--- src/rtl/imem_boot_loader.sv ---
// Boot loader for the instruction memory. It takes a framed byte stream (COUNT_HI, COUNT_LO,
// payload, CSUM), writes big-endian words into imem and holds the core in reset until the image checks out.
module imem_boot_loader #(
  parameter int ADDR_WIDTH = 8
) (
  input  logic                  clk,
  input  logic                  reset,
  input  logic                  in_valid,
  input  logic [7:0]            in_data,
  output logic                  in_ready,
  input  logic                  restart,
  output logic                  imem_we,
  output logic [ADDR_WIDTH-1:0] imem_addr,
  output logic [31:0]           imem_wdata,
  output logic                  cpu_reset,
  output logic                  done,
  output logic                  error
);

  // state    | meaning
  // S_CNT_HI | waiting for COUNT high byte
  // S_CNT_LO | waiting for COUNT low byte, range-check COUNT
  // S_DATA   | assembling payload words and writing imem
  // S_CSUM   | comparing checksum byte against XOR accumulator
  // S_DONE   | image good, core released (terminal)
  // S_ERROR  | frame rejected, core held (terminal)
  typedef enum logic [2:0] {S_CNT_HI, S_CNT_LO, S_DATA, S_CSUM, S_DONE, S_ERROR} state_t;

  localparam logic [31:0] MAX_WORDS = 32'(1) << ADDR_WIDTH;

  state_t                state, state_nxt;
  logic [7:0]            cnt_hi;
  logic [7:0]            acc;
  logic [15:0]           words_left;
  logic [1:0]            byte_idx;
  logic [23:0]           word_sr;
  logic [ADDR_WIDTH-1:0] widx;
  logic                  accept;
  logic [15:0]           count;

  assign count    = {cnt_hi, in_data};
  assign in_ready = (state == S_CNT_HI || state == S_CNT_LO || state == S_DATA || state == S_CSUM)
                    && !restart;
  assign accept   = in_valid && in_ready;
  assign done      = (state == S_DONE);
  assign error     = (state == S_ERROR);
  assign cpu_reset = !done;

  always_ff @(posedge clk) begin
    if (reset || restart) state <= S_CNT_HI;
    else                  state <= state_nxt;
  end

  always_comb begin
    state_nxt = state;
    if (accept) begin
      case (state)
        S_CNT_HI: state_nxt = S_CNT_LO;
        S_CNT_LO: begin
          if (count == 16'd0)                  state_nxt = S_CSUM;
          else if ({16'd0, count} > MAX_WORDS) state_nxt = S_ERROR;
          else                                 state_nxt = S_DATA;
        end
        S_DATA: begin
          if (byte_idx == 2'd3 && words_left == 16'd1) state_nxt = S_CSUM;
        end
        S_CSUM:   state_nxt = (in_data == acc) ? S_DONE : S_ERROR;
        default:  state_nxt = state;
      endcase
    end
  end

  always_ff @(posedge clk) begin
    if (reset || restart) begin
      cnt_hi     <= 8'h00;
      acc        <= 8'h00;
      words_left <= 16'd0;
      byte_idx   <= 2'd0;
      word_sr    <= 24'd0;
      widx       <= '0;
      imem_we    <= 1'b0;
      imem_addr  <= '0;
      imem_wdata <= 32'd0;
    end else begin
      imem_we <= 1'b0;
      if (accept) begin
        if (state != S_CSUM) acc <= acc ^ in_data;
        case (state)
          S_CNT_HI: cnt_hi <= in_data;
          S_CNT_LO: words_left <= count;
          S_DATA: begin
            byte_idx <= byte_idx + 2'd1;
            word_sr  <= {word_sr[15:0], in_data};
            if (byte_idx == 2'd3) begin
              imem_we    <= 1'b1;
              imem_addr  <= widx;
              imem_wdata <= {word_sr, in_data};
              widx       <= widx + {{(ADDR_WIDTH-1){1'b0}}, 1'b1};
              words_left <= words_left - 16'd1;
            end
          end
          default: ;
        endcase
      end
    end
  end

endmodule

--- config.mk ---
export PLATFORM = sky130hd
export DESIGN_NAME = imem_boot_loader
export DESIGN_NICKNAME = d
export VERILOG_FILES = /design/src/rtl/imem_boot_loader.sv
export SDC_FILE = /design/constraint.sdc
export NUM_CORES = 1
export LEC_CHECK = 0
export CAP_MARGIN = 40
export CORE_AREA = 5 5 108 110
export DETAILED_ROUTE_END_ITERATION = 7
export DIE_AREA = 0 0 113 115
export PLACE_DENSITY = 0.73
export SLEW_MARGIN = 40
export SYNTH_ARGS = -nofsm -noshare
export SYNTH_HDL_FRONTEND = slang
export SYNTH_SLANG_ARGS = --single-unit
--- constraint.sdc ---
create_clock -name clk -period 1.8 [get_ports clk]
set_input_delay 0.36 -clock clk [delete_from_list [all_inputs] [get_ports clk]]
set_output_delay 0.36 -clock clk [all_outputs]
set_load 0.03 [all_outputs]
==> results.md <==
Status:
- The run finished with clean final reports.

Critical path:
- The capture point of the critical path is imem_wdata[12].
- STA puts the critical path data arrival time at 1.40 ns.
- The setup path with the least slack is of type register to primary output.
- STA classifies the critical path endpoint as a primary output.
- In this run the number of cells on the critical path is 1.
- STA puts the critical path data required time at 1.44 ns.
- The critical path goes through clkdlybuf4s50_1.
- The critical path startpoint is imem_wdata[12]$_SDFFE_PP0P_.
- On the critical path the largest part of the delay comes from buffers and inverters.
- The launch point of the worst reg-to-reg path is words_left[0]$_SDFFE_PP0P_.
- The number of buffers and inverters on the critical path is 1.
- The worst setup path is launched from a register.
- The largest fanout on the critical path is 2.
- The cell at the slowest stage of the critical path is sky130_fd_sc_hd__clkdlybuf4s50_1.
- The maximum cell stage delay along the critical path is 0.67 ns.
- The register-to-register path setup slack is 0.10 ns.
- The worst flop-to-flop path endpoint is words_left[8]$_SDFFE_PP0P_.
- Counting cells, the worst reg-to-reg path comes to 8.

Final layout:
- At the end of the flow, the number of nets in the layout was 680.
- The repair_antennas step left the layout with diodes totalling 0.
- For this run, the share of the core covered by cells in the final layout is 0.572.
- Across the whole layout, storage elements account for 0.00221 mm2.
- Of the cells placed in the final design, the portion with a size suffix greater than 1 is 0.155.
- The most common cell after layout, fill and taps aside is sky130_fd_sc_hd__nand2_1.
- The top cell types in the final layout, fill and taps aside, are sky130_fd_sc_hd__nand2_1 (163), sky130_fd_sc_hd__dfxtp_1 (105), sky130_fd_sc_hd__a21oi_1 (81).
- The area of the multi-input gates is 0.00235 mm2.
- After filler insertion, the fill cell instance count of the layout stands at 962.
- The area overhead of the layout relative to synthesis is 28.2%.

GRT:
- The pin count of the biggest net entering global routing is 38.
- The combined global-route utilization of all metal layers is 0.178.
- The global-route wire length before repair is 19.0 mm.
- The initial antenna violation count came to 0.
- The number of global-route vias before repair is 4054.
- The total overflow left after global routing is 0.

Synthesis:
- Counting flops with a built-in enable in the synthesized netlist gives 0.
- A synthesized cell averages 8.06 um2.
- The synthesis warning total is 0.
- The biggest area contributor in the post-synthesis netlist is sky130_fd_sc_hd__dfxtp_1.
- The top cell type's share of synthesized area is 0.465.
- The main flop type after synthesis is sky130_fd_sc_hd__dfxtp_1.
- In this run, distinct cell masters in the synthesized netlist total 54.
- For this run, the register share of the synthesized area comes to 0.465.
- The async set or reset register ratio after synthesis is 0.
- The cell area after synthesis is 0.00473 mm2.
- The number of nets produced by synthesis is 603.
- The number of cells produced by synthesis is 587.
- Ranked by total cell area, the synthesized netlist is headed by sky130_fd_sc_hd__dfxtp_1 (47%), sky130_fd_sc_hd__nand2_1 (13%), sky130_fd_sc_hd__a21oi_1 (8.6%).
- After synthesis the netlist holds a flip-flop and latch count of 110.

Placed design:
- The global placer's final weighted congestion is 0.898.
- During placement, the flow inserted port buffers numbering 56.
- Summed over all nets, the half-perimeter wirelength after detailed placement is 8.30 mm.

Timing:
- The count of pins over their slew limit came to 0.
- Static timing analysis puts the maximum clock frequency at 567 MHz.
- The slew at the pin closest to its max-slew limit is 0.371 ns.
- The worst path in the final design needs a cycle of 1.76 ns, including I/O delays and setup.
- The count of endpoints failing hold in the final timing report was 0.
- Setup violations remaining at the end of the flow were counted as 0.
- The final sum of negative setup slack is 0 ns.
- Setup repair after global routing left no endpoint under its margin.
- The clock tree skew after final layout is 0.0190 ns.
- Of the available clock period, the critical path in the final layout requires 0.980.
- Headroom to the max-slew limit came out at 0.753.

Floorplanning:
- The area of the die is 0.0130 mm2.
- The number of primary I/O pins is 57.
- Row generation in the floorplan step produced 38 rows.
- For this configuration, the core starts out at a cell density of 0.446.
- The core area is 0.0106 mm2.
- The die is 115 um tall.
- In this run the horizontal extent of the chip is 113 um.

Job:
- Across the run, the number of max-cap violations was 0.

Detailed routing:
- The pre-antenna-repair detailed-routing pass consisted of 5 iterations.
- The via-per-instance ratio is 5.26.
- The antenna violation net count after detailed routing is 0.
- The routed wire length per instance is 14.3 um.
- Wires add up to 11.6 mm.
- The number of violations reported at the end of detailed-routing iteration 0 is 272.
- The routed layout has 4256 vias.
- For this run, design rule violations remaining after detail routing come to 0.

CTS:
- The post-cts hold buffer count is 0.
- The cell at the root of the clock tree is sky130_fd_sc_hd__clkbuf_8.
- The number of buffers inserted during clock tree synthesis is 9.
- The number of sinks on the clock net is 110.
- The H-tree was split into 3 levels.
- TritonCTS built the clock tree.
- The clock network latency to the later pin of the worst-skew pair is 0.38 ns.
- The clock-pin slew of the registers on the worst-case setup and hold paths is 0.12 ns.
- The longest clock path from root to sink contains 2 buffers.

Power and ir drop:
- The reported leakage power is 2.52 nW.
- The largest voltage drop on the vdd net is 436 uV.
- The power per standard cell area is 695 mW/mm2.

Worst hold path:
- The type of the tightest min-delay check is register to register.
- The origin of the worst min-delay path is imem_wdata[8]$_SDFFE_PP0P_.
==> stage by stage <==
stage	total power [mW]	cells	hold slack (ns)	setup WS, ns	area [um2]
2_1_floorplan	2.67	587	0.432	0.180	4730
3_3_place_gp	2.79	790	0.445	-0.156	5730
3_5_place_dp	2.80	790	0.446	-0.270	5730
4_1_cts	4.26	806	0.461	0.00142	5930
5_1_grt	4.38	809	0.475	0.000519	6070
6_report	4.22	809	0.458	0.0362	6070
==> sequential cells by signal, indices dropped and copies added, names as in the netlist <==
name,flops
imem_wdata,32
word_sr,24
imem_we,1
state,3
byte_idx,2
widx,8
cnt_hi,8
words_left,16
acc,8
imem_addr,8
==> cells in the mapped netlist (all sizes together), types with 2 or more instances <==
| cell | n |
|---|---|
| nor3b | 4 |
| nor4 | 8 |
| o31ai | 3 |
| buf | 16 |
| o22ai | 2 |
| o32ai | 2 |
| a211oi | 3 |
| or3b | 2 |
| nor3 | 9 |
| nor2 | 42 |
| o211ai | 2 |
| nand2 | 165 |
| and3 | 4 |
| ha | 4 |
| nand3 | 6 |
| xor2 | 18 |
| mux2i | 8 |
| inv | 6 |
| or3 | 3 |
| a2bb2oi | 2 |
| dfxtp | 110 |
| o21ai | 16 |
| nor2b | 3 |
| clkbuf | 27 |
| a21o | 2 |
| xnor2 | 6 |
| and2 | 3 |
| nand4 | 10 |
| a21oi | 81 |
| a31oi | 4 |
| o21a | 3 |
| nand2b | 2 |
==> area by class of cell <==
class / count / area share
clock buffer: 9 / 0.0204
clock inverter: 7 / 0.0128
inverter: 6 / 0.00433
tap: 140 / 0.0289
multi-input combinational: 428 / 0.387
sequential: 110 / 0.365
timing repair buffer: 109 / 0.182
==> per-layer routing <==
| metal | wire [um] | vias up | GRT usage | part of all wire |
|---|---|---|---|---|
| li1 | - | 2125 | - | - |
| met1 | 5250 | 2005 | 0.237 | 0.45 |
| met2 | 5480 | 106 | 0.286 | 0.47 |
| met3 | 559 | 20 | 0.0268 | 0.048 |
| met4 | 307 | 0 | 0.0841 | 0.026 |
| met5 | 0 | - | 0 | 0 |
==> power by group <==
group / switching (mW) / total (mW) / internal, mW
registers: 0.0148 / 2.46 / 2.44
clock network: 0.917 / 1.47 / 0.549
logic: 0.160 / 0.297 / 0.136
==> kinds of logic after synthesis <==
kind of cell / share of synthesized area
AOI/OAI and AO/OA: 0.155
xor gates and xnor gates: 0.0444
adders and majority gates: 0.0106
buffers and inverters: 0.0518
DFF: 0.465
muxes: 0.0169
and+or+nand+nor: 0.256
==> repair_timing <==
| action | CTS | global route |
|---|---|---|
| endpoints found under the setup margin | 12 | 30 |
| pin swaps | 0 | 2 |
| gates resized for setup | 10 | 37 |
| buffers inserted | 0 | 3 |
==> how the worst min path moves through the flow <==
stage,to,cells past startpoint
2_1_floorplan,imem_addr[6]$_SDFFE_PP0P_,2
4_1_cts,imem_wdata[26]$_SDFFE_PP0P_,2
3_5_place_dp,imem_wdata[26]$_SDFFE_PP0P_,2
3_3_place_gp,imem_wdata[26]$_SDFFE_PP0P_,2
5_1_grt,imem_wdata[24]$_SDFFE_PP0P_,2
6_report,imem_wdata[8]$_SDFFE_PP0P_,2
No activity file was read; power rests on OpenSTA's default activity.
